<file path="src/rtl/cond_eval.sv">
// cond_eval: resolves a conditional branch against the processor flags word and
// holds the result in a one-entry valid/ready output register (EMPTY/FULL).
// Optional statistics counters are built only when COND_EVAL_BRANCH_STATS_EN is
// defined; otherwise branch_count and taken_count are tied to zero.
module cond_eval #(
  parameter int unsigned WIDTH = 16
) (
  input  logic             clk,
  input  logic             reset,
  input  logic [WIDTH-1:0] flags,
  input  logic             req_valid,
  output logic             req_ready,
  input  logic [3:0]       cond,
  input  logic [WIDTH-1:0] target,
  input  logic [WIDTH-1:0] pc_next,
  input  logic             flush,
  output logic             resp_valid,
  input  logic             resp_ready,
  output logic             taken,
  output logic [WIDTH-1:0] next_pc,
  output logic [15:0]      branch_count,
  output logic [15:0]      taken_count
);

  typedef enum logic {StEmpty, StFull} state_e;

  state_e           state_q, state_d;
  logic             taken_q;
  logic [WIDTH-1:0] next_pc_q;
  logic             cond_true;
  logic             accept;

  // Flag bit positions within the status word.
  logic flag_c, flag_l, flag_f, flag_z, flag_n;
  assign flag_c = flags[0];
  assign flag_l = flags[2];
  assign flag_f = flags[5];
  assign flag_z = flags[6];
  assign flag_n = flags[7];

  // Remaining status bits play no part in condition evaluation.
  logic unused_flags;
  assign unused_flags = ^{flags[WIDTH-1:8], flags[4:3], flags[1]};

  // Condition-code decode against the live flags.
  always_comb begin
    cond_true = 1'b0;
    unique case (cond)
      4'd0:  cond_true = flag_z;
      4'd1:  cond_true = ~flag_z;
      4'd2:  cond_true = flag_c;
      4'd3:  cond_true = ~flag_c;
      4'd4:  cond_true = flag_l;
      4'd5:  cond_true = ~flag_l;
      4'd6:  cond_true = flag_n;
      4'd7:  cond_true = ~flag_n;
      4'd8:  cond_true = flag_f;
      4'd9:  cond_true = ~flag_f;
      4'd10: cond_true = ~flag_l & ~flag_z;
      4'd11: cond_true = flag_l | flag_z;
      4'd12: cond_true = ~flag_n & ~flag_z;
      4'd13: cond_true = flag_n | flag_z;
      4'd14: cond_true = 1'b1;
      4'd15: cond_true = 1'b0;
      default: cond_true = 1'b0;
    endcase
  end

  // Handshake and next-state: flush wins over resp_ready and blocks acceptance.
  always_comb begin
    state_d   = state_q;
    req_ready = ((state_q == StEmpty) | resp_ready) & ~flush;
    accept    = req_valid & req_ready;
    if (flush) begin
      state_d = StEmpty;
    end else if (accept) begin
      state_d = StFull;
    end else if ((state_q == StFull) && resp_ready) begin
      state_d = StEmpty;
    end
  end

  // State and response registers; the response is captured only on acceptance.
  always_ff @(posedge clk) begin
    if (reset) begin
      state_q   <= StEmpty;
      taken_q   <= 1'b0;
      next_pc_q <= '0;
    end else begin
      state_q <= state_d;
      if (accept) begin
        taken_q   <= cond_true;
        next_pc_q <= cond_true ? target : pc_next;
      end
    end
  end

  assign resp_valid = (state_q == StFull);
  assign taken      = taken_q;
  assign next_pc    = next_pc_q;

`ifdef COND_EVAL_BRANCH_STATS_EN
  logic [15:0] branch_cnt_q;
  logic [15:0] taken_cnt_q;

  // Saturating counters of accepted and taken branches.
  always_ff @(posedge clk) begin
    if (reset) begin
      branch_cnt_q <= '0;
      taken_cnt_q  <= '0;
    end else if (accept) begin
      if (branch_cnt_q != 16'hFFFF) begin
        branch_cnt_q <= branch_cnt_q + 16'd1;
      end
      if (cond_true && (taken_cnt_q != 16'hFFFF)) begin
        taken_cnt_q <= taken_cnt_q + 16'd1;
      end
    end
  end

  assign branch_count = branch_cnt_q;
  assign taken_count  = taken_cnt_q;
`else
  assign branch_count = 16'd0;
  assign taken_count  = 16'd0;
`endif

endmodule

</file>
<file path="config.mk">
export PLATFORM = sky130hd
export DESIGN_NAME = cond_eval
export DESIGN_NICKNAME = d
export VERILOG_FILES = /design/src/rtl/cond_eval.sv
export SDC_FILE = /design/constraint.sdc
export NUM_CORES = 1
export LEC_CHECK = 0
export BUFFER_PORTS_ARGS = -buffer_cell sky130_fd_sc_hd__buf_2
export CAP_MARGIN = 20
export CORE_MARGIN = 1
export CORE_UTILIZATION = 44
export CTS_CLUSTER_DIAMETER = 150
export DETAILED_ROUTE_END_ITERATION = 7
export HOLD_SLACK_MARGIN = 0.15
export PLACE_DENSITY = 0.78
export SKIP_LAST_GASP = 1
export SYNTH_ARGS = -nofsm -noshare
export SYNTH_HDL_FRONTEND = slang
export SYNTH_SLANG_ARGS = --single-unit
</file>
<file path="constraint.sdc">
create_clock -name clk -period 2.45 [get_ports clk]
set_clock_uncertainty 0.05 [all_clocks]
set_input_delay 0.6125 -clock clk [delete_from_list [all_inputs] [get_ports clk]]
set_output_delay 0.6125 -clock clk [all_outputs]
set_load 0.005 [all_outputs]
</file>
Yosys cells after proc, flatten, opt, wreduce, memory -nomap -nowiden:

Index checks and enable logic that the tools add are counted.

* register bits: 18
* output and inout port bits: 51
* word-level logic and storage cells: 40

* equality and inequality tests: 15
* mux-type cells: 4
* bitwise logic cells: 14
* reduce and logical (&&, ||, !) cells: 4

Operators by type and width (number)
* $eq 4x4->1 const B: 8
* $eq 4x3->1 const B: 4
* $mux 16: 1
* $pmux 1 s16: 1
* $eq 4x2->1 const B: 2
* $not 1->1: 7
* $and 1x1->1: 4
* $eq 4x1->1 const B: 1
* $logic_not 4->1: 1
* $or 1x1->1: 3
* $mux 1: 2
* $reduce_bool 2->1: 1
* $reduce_or 2->1: 1
* $logic_and 1x1->1: 1

Longest topological paths before layout:

Gate-level depths: netlist of the first run.

* depth in word-level cells: 5
* mapped depth: 6

Worst setup path before layout of the first run:

Ideal clock, no wire load.

* path type: input to register
* from: input cond[1]
* to: register next_pc_q[10] (netlist: next_pc[10])
* setup time: 0.143 ns
* arrival: 1.805 ns
* setup slack: 0.452 ns
* stages: 6
* path buffers: 2
* cells stage by stage: mux2_1 -> a222oi_1 -> buf_4 -> buf_2 -> o2111a_1 -> nor4_2

* longest elaborated chain between the ends: 3
* elaborated cells on any way between the ends: 18
* classes of those cells: eq/ne: 15; mux: 2; reduce/logical: 1

Ends and longest elaborated chain
* start: declaration: RTL line 13 `input logic [3:0] cond,`
* $eq 4x4->1 (tied with other cells): RTL line 48 `unique case (cond)`
* $pmux 1 s16 *: RTL line 48
* $mux 16 *: RTL line 93 `next_pc_q <= cond_true ? target : pc_next;`
* end signal: assignment: RTL line 93
* end: declaration: RTL line 29 `logic [WIDTH-1:0] next_pc_q;`

Mark *: on every way between the ends. The rest lies on a longest branch, timed or not.
A chain may end at the register's enable or synchronous reset.

Worst setup path in the final report of the first run:

* from: input cond[1]
* to: register next_pc_q[14] (netlist: next_pc[14])

Same word-level chain as after synthesis.

==> results of run 1 <==
==> worst max path at each step <==
stage | startpoint | endpoint | slack, ns
after floorplan | cond[1] | next_pc[10] | 0.45
after global placement | cond[1] | next_pc[13] | 0.13
after detailed placement | cond[1] | next_pc[1] | 0.13
after CTS | cond[1] | next_pc[12] | 0.38
after global routing | cond[1] | next_pc[13] | 0.23
final | cond[1] | next_pc[14] | 0.37
==> cell usage after synthesis, types with 2 or more instances <==
cell,instances,area (µm²)
sky130_fd_sc_hd__dfxtp_1,18,360.4
sky130_fd_sc_hd__nor4_2,13,162.7
sky130_fd_sc_hd__nand2b_1,17,106.4
sky130_fd_sc_hd__buf_8,2,30.03
sky130_fd_sc_hd__nor2b_1,2,12.51
sky130_fd_sc_hd__buf_1,2,7.510
sky130_fd_sc_hd__clkbuf_1,9,33.78
sky130_fd_sc_hd__buf_4,33,247.7
sky130_fd_sc_hd__or2_2,16,100.1
sky130_fd_sc_hd__nor2_1,51,191.4
sky130_fd_sc_hd__a221oi_1,11,96.34
sky130_fd_sc_hd__nor4_1,3,18.77
sky130_fd_sc_hd__and3_1,2,12.51
sky130_fd_sc_hd__buf_2,6,30.03
sky130_fd_sc_hd__o2111a_1,16,180.2
sky130_fd_sc_hd__a221oi_2,5,75.07
sky130_fd_sc_hd__nor3b_1,2,15.01
==> per-stage QoR <==
stage / hold slack [ns] / cell area, µm²
6_report: 0.4389 / 2067
5_1_grt: 0.4604 / 2067
3_5_place_dp: 0.4306 / 1997
2_1_floorplan: 0.4348 / 1907
3_3_place_gp: 0.4267 / 1997
4_1_cts: 0.4446 / 2052
==> kinds of logic after synthesis <==
logic type             count (synthesis)  synth area share, %
other                                  1               0.2094
AND/OR/NAND/NOR                      110                36.20
AO/OA/AOI/OAI                         37                22.29
flip-flops                            18                20.13
multiplexers                           2                1.258
buffers and inverters                 54                19.92
==> registers in the layout (all words and copies together) (netlist names) <==
signal and cells:
next_pc 16, taken 1, resp_valid 1
==> per-layer routing <==
metal  up-vias  wire [µm]
li1        838          -
met2        57       1834
met3         2        185
met5         -          0
met1       775       1836
met4         0         20
==> critical path, stage by stage <==
cell                       delay, ns
sky130_fd_sc_hd__buf_2          0.11
sky130_fd_sc_hd__mux2_1         0.33
sky130_fd_sc_hd__a222oi_1       0.45
sky130_fd_sc_hd__buf_12         0.27
sky130_fd_sc_hd__a221oi_1       0.11
sky130_fd_sc_hd__nor4_1         0.30
==> power breakdown <==
part / total [W] / leakage, nW / internal, W / switching (W)
registers: 0.000325 / 0.148 / 0.000315 / 0.0000106
clock network: 0.000244 / 0.0288 / 0.000143 / 0.000101
logic: 0.000265 / 0.760 / 0.000117 / 0.000148
total: 0.000834 / 0.937 / 0.000574 / 0.000260
==> area by class of cell <==
| class | count | share of cell area (%) |
|---|---|---|
| clock buffer | 4 | 2.663 |
| inverter | 2 | 0.3632 |
| timing repair buffer | 69 | 18.89 |
| tap | 48 | 2.906 |
| multi-input combinational | 181 | 57.75 |
| sequential | 18 | 17.43 |
==> results, run 1 <==
- The flow ran to the end, and the final reports show no timing, DRC or antenna violations.
- The post-cts hold buffer count is 0.
- Global routing used 24.53% of the available met1 tracks.
- The critical path is of the primary input to register type.
- For this run, asynchronously set or reset flops after synthesis account for 0%.
- The headroom to the max-slew limit is 61.68%.
- The reg2reg setup slack is 0.79 ns.
- From synthesis to final layout, the design area changed by 15.44%.
- For met2 alone, demand over resource in global routing was 30.48%.
- The residual overflow from global routing is 0.
- For the worst setup path, the data arrival time is 2.19 ns.
- The highest fanout seen on the critical path is 34.
- The post-CTS clock slew at the launch and capture registers of the worst setup and hold paths is 0.07 ns.
- At the end of the flow, the number of nets in the layout was 332.
- The worst path uses 85.01% of the clock period.
- The number of flip-flops and latches in the synthesized netlist is 18.
- The type of element launching the critical path is a primary input.
- Leaving out fill and tap cells, the most frequent cell in the layout is sky130_fd_sc_hd__buf_2.
- The max-cap violation count is 0.
- The number of placed cells counting well taps is 317.
- The I/O pin count is 108.
- The die is 65.79 µm tall.
- Once detail routing completed, the nets flagged for antenna violations numbered 0.
- Setup repair after global routing left no endpoint under its margin.
- The post-layout total power is 0.0008344 W.
- At the later pin of the worst-skew pair, clock insertion delay measures 0.25 ns.
- The count of H-tree levels built during CTS is 1.
- The utilization of the core after routing is 54.81%.
- The kind of end point of the critical path is a register.
- The count of input and output buffers is 64.
- The die is 65.79 µm wide.
- The number of antenna violations at the first check in global routing is 0.
- In this run the critical register-to-register path is captured at next_pc[7].
- The power density over cell area is 403.7 nW/µm².
- IR analysis of the VDD net gives a maximum drop of 0.2150 mV.
- The class of the most critical hold timing path is register to register.
- The netlist area before placement is 1790 µm².
- The sink of the worst hold path is next_pc[12].
- In this run, CTS created clock tree buffers numbering 3.
- The average wire length per cell after detail routing is 12.04 µm.
- Among all flip-flop cells after synthesis, the most frequent one is sky130_fd_sc_hd__dfxtp_1.
- For the worst flop-to-flop path, the logic depth is 5.
- The count of distinct cell types in the synthesized netlist is 31.
- The DRC violation count after routing is 0.
- The root buffer cell chosen for the clock tree is sky130_fd_sc_hd__clkbuf_8.
- Post-CTS timing repair inserted 0 buffers for setup.
- The global routing stage identified its most utilized layer as met2.
- The count of endpoints failing hold in the final timing report is 0.
- The ratio of routed vias to standard cells is 5.193.
- The timing-limited maximum frequency is 480.1 MHz.
- The post-detailed-routing wire length is 3876 µm.
- The wire-length estimate of the detail-placed layout is 2677 µm.
- The initial cell density of the core is 47.48%.
- The pin count of the biggest net entering global routing is 35.
- Detailed routing inserted a total of 1,672 vias.
- The multi-input combinational cells in the finished layout cover a total of 1194 µm².
- The filler cells instantiated in the layout total 353.
- The synthesized area divided by synthesized cell count is 8.065 µm².
- Setup violations remaining at the end of the flow were counted as 0.
- Leaving out filler cells and counting taps, the final layout contains 322.
- The total core area is 3771 µm².
- The worst setup slack before clock tree synthesis is 0.1271 ns.
- Along the worst hold path, the cell count comes to 2.
- In this run the most critical hold path is launched from next_pc[12].
- The data required time of the worst path is 2.55 ns.
- Registers take 360.3 µm².
- TritonCTS built the clock tree.
- Sequential elements use 20.13% of the synthesized area.
- The ratio of cells with drive above 1 in the final layout is 40.88%.
- The global router's overall resource usage is 18.28%.
- The launch point of the worst reg-to-reg path is resp_valid.
- The cell count after synthesis is 222.
- The wire length of the first global-routing pass is 6258 µm.
- Setup total negative slack on the finished layout was measured at 0 ns.
- Leaving out fill and tap cells, the most frequent cells in the layout are sky130_fd_sc_hd__buf_2 (64), sky130_fd_sc_hd__nor2_1 (51), sky130_fd_sc_hd__conb_1 (32).
- The via count of the first global-routing pass is 1,387.
- The number of gates resized after cts is 0.
- The longest clock path from root to sink contains 2 buffers.
- For the pin with the worst max-slew slack, the measured transition is 0.5749 ns.
- The initialized floorplan defines 22 standard-cell rows.
- The number of detailed-route iterations in the first pass is 4.
- The die covers 4328 µm².
- The minimum clock period is 2.083 ns.
- In this run, synthesis inferred 0 flip-flops with an integrated enable.
- The repair_antennas step left the layout with diodes totalling 0.
- The congestion estimate from routability-driven global placement came to 0.6932.
- For this run, the number of Yosys warnings is 0.
- The detailed router finished its first iteration with 50 violations.
- The worst setup margin is 0.3673 ns.
- The total count of max-transition violations in the final report is 0.
- CTS saw 18 sinks.
- In the global route stage, met3 resource usage came out at 2.241%.
- The leakage power is 0.9374 nW.
Note: power is estimated with default switching activity, not from simulation.
==> inputs of run 2 (changes only) <==
--- a/config.mk
+++ b/config.mk
@@ -12,7 +12,8 @@
 export CTS_CLUSTER_DIAMETER = 150
 export DETAILED_ROUTE_END_ITERATION = 7
 export HOLD_SLACK_MARGIN = 0.15
-export PLACE_DENSITY = 0.78
+export PLACE_DENSITY_LB_ADDON = 0.2
+export RECOVER_POWER = 25
 export SKIP_LAST_GASP = 1
 export SYNTH_ARGS = -nofsm -noshare
 export SYNTH_HDL_FRONTEND = slang
==> run 2 against run 1 <==
Effect of this change:
- sequential power about the same
- count of clock-buffer cells in the layout down 1
- hold slack better by 0.0040 ns
- clock power down 13%
- global-route usage up 0.64 points
- highest routed layer unchanged
==> results, run 2 (synthesized netlist as in run 1, its figures left out) <==
- The run finished with clean final reports.
- Global routing used 18.93% of the available tracks across all layers.
- After floorplanning, the core was divided into 22 placement rows.
- The logic depth of the worst register-to-register path is 4.
- For the pin with the worst max-slew slack, the measured transition is 1.236 ns.
- Summing all multi-input logic gate instances after layout gives 1194 µm².
- The power density over cell area is 389.6 nW/µm².
- Combinational logic is responsible for 33.0% of the overall power.
- The count of H-tree levels built during CTS is 1.
- The buffering stage count on the worst path with inverters included is 2.
- The ratio of cells with drive above 1 in the final layout is 40.73%.
- Derived from the worst setup path, the maximum achievable clock frequency is 483.4 MHz.
- Summed over all nets, the half-perimeter wirelength after detailed placement is 2751 µm.
- The largest vdd supply drop is 0.2479 mV.
- The post-detailed-routing wire length is 3902 µm.
- The worst-path cell with the longest stage delay is sky130_fd_sc_hd__a222oi_1.
- The reg2reg setup slack is 0.91 ns.
- The count of endpoints failing hold in the final timing report was 0.
- The total negative slack is 0 ns.
- In this run, the clock network consumes 26.5% of the power.
- Once the clock tree was built, the setup fixing pass inserted 0 buffers.
- For hold timing, the worst endpoint is next_pc[13].
- The critical path arrival is 2.18 ns.
- The initial cell density of the core is 47.48%.
- STA classifies the critical path endpoint as a register.
- STA puts the critical path data required time at 2.56 ns.
- The region available for standard cell placement spans 3771 µm².
- The global placer's final weighted congestion is 0.7504.
- The startpoint identified for the worst hold timing path is next_pc[13].
- The type of the worst setup path is primary input to register.
- Across all layers, the routed design uses 1,664 vias.
- The post-detailed-route count of antenna-violating nets is 0.
- The die height is 65.79 µm.
- The floorplan step defined a die boundary enclosing 4328 µm².
- The buffer depth of the longest clock path is 2.
- The repair_antennas step left the layout with diodes totalling 0.
- The most common library cell in the layout ignoring fill and taps is sky130_fd_sc_hd__buf_2.
- Pin placement for this block handled 108 I/O pins.
- Relative to the synthesized area, the layout overhead comes to 15.02%.
- The via count of the first global-routing pass is 1,419.
- Entering global routing, the biggest net connects 35 pins.
- The first detailed-routing pass ran for 5 iterations.
- The count of input and output buffers is 64.
- The design internal power is 0.0005424 W.
- The class of the most critical hold timing path is register to register.
- The max-cap violation count is 0.
- At the end of the flow, the number of nets in the layout was 334.
- For this design, the CTS-stage hold fixing added 0 buffers.
- The worst register-to-register path begins at resp_valid.
- The clock period could shrink to 2.069 ns.
- Counting the buffers created by CTS gives 3.
- The worst setup path is launched from a primary input.
- In the layout the commonest cells are sky130_fd_sc_hd__buf_2 (63), sky130_fd_sc_hd__nor2_1 (51), sky130_fd_sc_hd__conb_1 (32).
- The clock reaches the later pin of the worst-skew pair after 0.26 ns.
- Measured against its own limit, the worst slew margin works out to 17.59%.
- The ratio of routed vias to standard cells is 5.152.
- The analysis attributes to net switching a power of 0.0002599 W.
- The residual overflow from global routing is 0.
- The master cell of the clock root buffer is sky130_fd_sc_hd__clkbuf_8.
- The iteration-0 DRC count of the detailed router is 144.
- The ratio of final minimum period to clock period is 84.44%.
- After filler insertion, the fill cell instance count of the layout stands at 384.
- The cell family contributing the most delay on the critical path is compound AO/OA/AOI/OAI gates.
- Sequential cells account for 40.5% of the total power.
- For this run, design rule violations remaining after detail routing come to 0.
- The post-CTS clock slew at the launch and capture registers of the worst setup and hold paths is 0.07 ns.
- The number of cells traversed by the worst hold path is 2.
- Setup violations remaining at the end of the flow were counted as 0.
- Setup repair after global routing left no endpoint under its margin.
- The number of antenna violations at the first check in global routing is 0.
- The number of gates resized after cts is 0.
- The total count of max-transition violations in the final report is 0.
- The wire length of the first global-routing pass is 6361 µm.
- The number of clock sinks seen by CTS is 18.
- In this run the critical register-to-register path is captured at next_pc[8].
- The die is 65.79 µm wide.
- Registers take 360.3 µm².
- The highest fanout seen on the critical path is 34.
- The utilization of the core after routing is 54.61%.
- The TritonCTS clock tree is built.
- Net switching is 32.40% of the power.
- The register with the most flip-flops in the layout has 16 of them.
- After detailed routing, the average wire length per cell comes to 12.08 µm.
- For this design the static power due to leakage is 0.9353 nW.
- The critical path goes through buf_2 -> mux2_1 -> a222oi_1 -> buf_12 -> a221oi_1 -> nor4_1.
- In this design, the stage delay of the slowest critical-path cell is 0.46 ns.
## run 2: cell types whose count changed in the layout (fill, tap and decap cells not counted)
cell                       change
sky130_fd_sc_hd__buf_4         +3
sky130_fd_sc_hd__buf_2         -1
sky130_fd_sc_hd__buf_8         -1
sky130_fd_sc_hd__clkbuf_1      +1
sky130_fd_sc_hd__clkbuf_8      -1
## run 2: per-layer routing
metal	global-route usage [%]	vias up	routed length [µm]
met5	0	-	0
met4	7.337	0	38
met3	5.000	4	251
met2	30.61	55	1891
met1	23.69	768	1721
li1	-	837	-
## run 2: stage by stage
| step | instances | hold WS [ns] | worst slack (ns) | total power (W) | instance area, µm² |
|---|---|---|---|---|---|
| after floorplan | 253 | 0.4348 | 0.4520 | 0.0005449 | 1907 |
| after global placement | 320 | 0.4287 | 0.1166 | 0.0005944 | 2019 |
| after detailed placement | 320 | 0.4302 | 0.1298 | 0.0005969 | 2019 |
| after CTS | 323 | 0.4497 | 0.3783 | 0.0008132 | 2061 |
| after global routing | 323 | 0.4736 | 0.2548 | 0.0008562 | 2059 |
| final | 323 | 0.4428 | 0.3812 | 0.0008023 | 2059 |
## run 2: final cells by class
type,count,area share (%)
sequential,18,17.50
timing repair buffer,71,19.26
clock buffer,3,2.005
tap,48,2.916
inverter,2,0.3645
multi-input combinational,181,57.96
## run 2: power groups by stage
stage / clock network, W / registers [W] / logic [W]
after CTS: 0.000222 / 0.000325 / 0.000266
after global placement: 0 / 0.000331 / 0.000263
after detailed placement: 0 / 0.000332 / 0.000265
after global routing: 0.000232 / 0.000327 / 0.000297
final: 0.000213 / 0.000325 / 0.000265
after floorplan: 0 / 0.000334 / 0.000211
## run 2: worst max path at each step
stage | startpoint | slack [ns] | depth (start not counted) | to
6_report | cond[1] | 0.38 | 6 | next_pc[12]
4_1_cts | cond[1] | 0.38 | 6 | next_pc[14]
5_1_grt | cond[1] | 0.25 | 6 | next_pc[12]
2_1_floorplan | cond[1] | 0.45 | 6 | next_pc[10]
3_5_place_dp | cond[1] | 0.13 | 6 | next_pc[14]
3_3_place_gp | cond[1] | 0.12 | 6 | next_pc[12]
## run 2: worst register-to-register path, cell delays in order, from the launching register on
cell,delay (ns)
sky130_fd_sc_hd__dfxtp_1,0.32
sky130_fd_sc_hd__nand2b_1,0.09
sky130_fd_sc_hd__nand3_2,0.38
sky130_fd_sc_hd__a221oi_1,0.45
sky130_fd_sc_hd__nor4_2,0.09
==> inputs of run 3 (changes only) <==
--- a/config.mk
+++ b/config.mk
@@ -8,7 +8,7 @@
 export BUFFER_PORTS_ARGS = -buffer_cell sky130_fd_sc_hd__buf_2
 export CAP_MARGIN = 20
 export CORE_MARGIN = 1
-export CORE_UTILIZATION = 44
+export CORE_UTILIZATION = 40
 export CTS_CLUSTER_DIAMETER = 150
 export DETAILED_ROUTE_END_ITERATION = 7
 export HOLD_SLACK_MARGIN = 0.15
==> constraint.sdc (replaced) <==
create_clock -name clk -period 1.7 [get_ports clk]
set_clock_uncertainty 0.05 [all_clocks]
set_input_delay 0.425 -clock clk [delete_from_list [all_inputs] [get_ports clk]]
set_output_delay 0.425 -clock clk [all_outputs]
set_load 0.005 [all_outputs]
==> run 3 against run 2 <==
Effect of this change:
- critical path type unchanged
- the flow now finishes with violations (setup timing)
- wire length rose by 10%
- non-clock buffer count rose by 11
- clock power is 74% higher
==> results, run 3 (synthesized netlist as in run 1, its figures left out) <==
- For this block, the initial DRC count from the detailed router was 81.
- The area of the die is 4748 µm².
- The pin count of the biggest net entering global routing is 35.
- The standard-cell row count is 23.
- The count of H-tree levels built during CTS is 1.
- The critical path crosses 7 cells after its start point.
- The post-cts hold buffer count is 0.
- For the worst flop-to-flop path, the logic depth is 5.
- The launch point of the worst reg-to-reg path is resp_valid.
- At the placement stage, the worst setup path has a slack of -0.3328 ns.
- The timing-limited maximum frequency is 577.1 MHz.
- The final reports fail on setup timing.
- The headroom to the max-slew limit is 64.12%.
- The reg2reg setup slack is 0.37 ns.
- The I/O pin count is 108.
- Data arrives at the worst endpoint at 1.82 ns.
- VDD sags by at most 0.3066 mV.
- Walking the worst path, the cells encountered are buf_8 -> mux2_4 -> a222oi_1 -> buf_4 -> buf_12 -> o2111a_1 -> nor4_2.
- After layout, the worst setup slack is -0.03276 ns.
- The number of cells traversed by the worst hold path is 2.
- The post-route netlist has 43.55% of its cells at a drive strength greater than 1.
- The total core area is 4144 µm².
- The run finished, with violations left.
- Clock-pin slew was measured on the worst setup and hold paths at 0.08 ns.
- Compared with the post-synthesis result, the final layout area differs by 24.81%.
- The ratio of final minimum period to clock period is 101.9%.
- Detailed placement finished with a half-perimeter wire length of 3037 µm.
- The ratio of routed vias to standard cells is 5.142.
- The worst-path cell with the longest stage delay is sky130_fd_sc_hd__a222oi_1.
- Leaving out fill and tap cells, the most frequent cell in the layout is sky130_fd_sc_hd__buf_2.
- The count of endpoints failing hold in the final timing report is 0.
- Power spread over the standard cell area amounts to 578.8 nW/µm².
- The analysis attributes to cell leakage a power of 1.011 nW.
- The wire length of the first global-routing pass is 6810 µm.
- The count of input and output buffers is 64.
- The die outline width is 68.91 µm.
- STA classifies the critical path startpoint as a primary input.
- The number of antenna violations at the first check in global routing was 0.
- Dividing the detail-routed wire length by the instance count gives 12.74 µm.
- The transition time of the tightest slew-check pin is 0.5382 ns.
- The max-cap violation count is 0.
- The number of clock sinks seen by CTS is 18.
- The flip-flop count of the largest register, all copies and words added is 16.
- TritonCTS built the clock tree.
- The minimum hold slack is 0.2983 ns.
- STA puts the critical path data required time at 1.79 ns.
- The kind of end point of the critical path is a register.
- The worst path in the final design needs a cycle of 1.733 ns, including I/O delays and setup.
- The cell family contributing the most delay on the critical path is compound AO/OA/AOI/OAI gates.
- The CTS buffer count is 3.
- The critical path contains buffers and inverters numbering 3 combined.
- The end of the critical path is next_pc[6].
- The global placer's final weighted congestion is 0.7144.
- The number of antenna diodes in the final layout is 0.
- The total count of max-transition violations in the final report is 0.
- The critical path's largest stage delay is 0.36 ns.
- The worst flop-to-flop path endpoint is next_pc[9].
- The global router's overall resource usage is 18.89%.
- The number of placed instances, taps included, is 329.
- The buffer depth of the longest clock path is 2.
- The via count of the first global-routing pass was 1,524.
- In this run the clock root is driven by a sky130_fd_sc_hd__clkbuf_8.
- Setup violations remaining at the end of the flow were counted as 9.
- The class of the most critical hold timing path is primary input to register.
- Setup repair after global routing could not meet its margin everywhere.
- The die height is 68.91 µm.
- Once detail routing completed, the nets flagged for antenna violations numbered 0.
- The number of standard cells in the final layout excluding fillers is 337.
- The type of the worst setup path is primary input to register.
- The launching element of the worst setup path is cond[1].
- The post-detailed-routing wire length is 4293 µm.
- In this run the worst path has a maximum fanout of 14.
- In the routed design, unresolved DRC markers number 0.
- Summed over all layers, the global routing overflow is 0.
- The insertion delay of the later-clocked pin in the worst-skew pair is 0.26 ns.
- For this run, the detailed router's first-pass iteration total came to 4.
- The library cells used most frequently in the layout, excluding fill and tap cells, are sky130_fd_sc_hd__buf_2 (61), sky130_fd_sc_hd__nor2_1 (51), sky130_fd_sc_hd__conb_1 (32).
- The count of vias placed by the detailed router is 1,733.
- The final layout contains 345 nets.
- The initial cell density of the core is 43.21%.
==> run 3: what timing repair did <==
item	in CTS	in global routing
resized for setup	0	8
setup endpoints to repair	14	17
setup buffers	2	1
gates cloned	0	1
pin swaps	0	2
==> run 3: report_power, final <==
group          total (W)  internal (W)  leakage (nW)  switching (W)
Clock           0.000371      0.000207        0.0288       0.000164
Sequential      0.000468      0.000453         0.148      0.0000147
Combinational   0.000455      0.000224         0.834       0.000230
Total            0.00129      0.000884          1.01       0.000409
==> run 3: metal layers <==
layer | vias up | track usage (%) | wire [µm] | share of wire (%)
met5 | - | 0 | 0 | 0
met4 | 0 | 4.592 | 27 | 0.63
met3 | 4 | 3.454 | 309 | 7.2
met2 | 65 | 32.52 | 2002 | 47
met1 | 800 | 24.07 | 1953 | 45
li1 | 864 | - | - | -
==> run 3: how the worst min path moves through the flow <==
stage	from	endpoint	slack (ns)
4_1_cts	flush	resp_valid	0.30
5_1_grt	flush	resp_valid	0.31
2_1_floorplan	next_pc[12]	next_pc[12]	0.43
3_3_place_gp	taken	taken	0.43
3_5_place_dp	next_pc[13]	next_pc[13]	0.43
6_report	flush	resp_valid	0.30
==> run 3: layout make-up <==
| type | count | area [µm²] |
|---|---|---|
| Clock buffer | 4 | 55.05 |
| Fill cell | 391 | 1909 |
| Inverter | 2 | 7.507 |
| Multi-Input combinational cell | 181 | 1204 |
| Sequential cell | 18 | 360.3 |
| Tap cell | 50 | 62.56 |
| Timing Repair Buffer | 82 | 545.5 |
==> run 3: stage by stage <==
step | setup TNS, ns | instance area, µm² | total power [W] | util, %
4_1_cts | -0.09602 | 2198 | 0.001290 | 53.05
6_report | -0.1343 | 2235 | 0.001293 | 53.93
2_1_floorplan | -0.02470 | 1917 | 0.0007949 | -
3_5_place_dp | -4.981 | 2128 | 0.0009086 | 51.36
3_3_place_gp | -4.394 | 2128 | 0.0009024 | 51.36
5_1_grt | -1.423 | 2235 | 0.001377 | 53.93
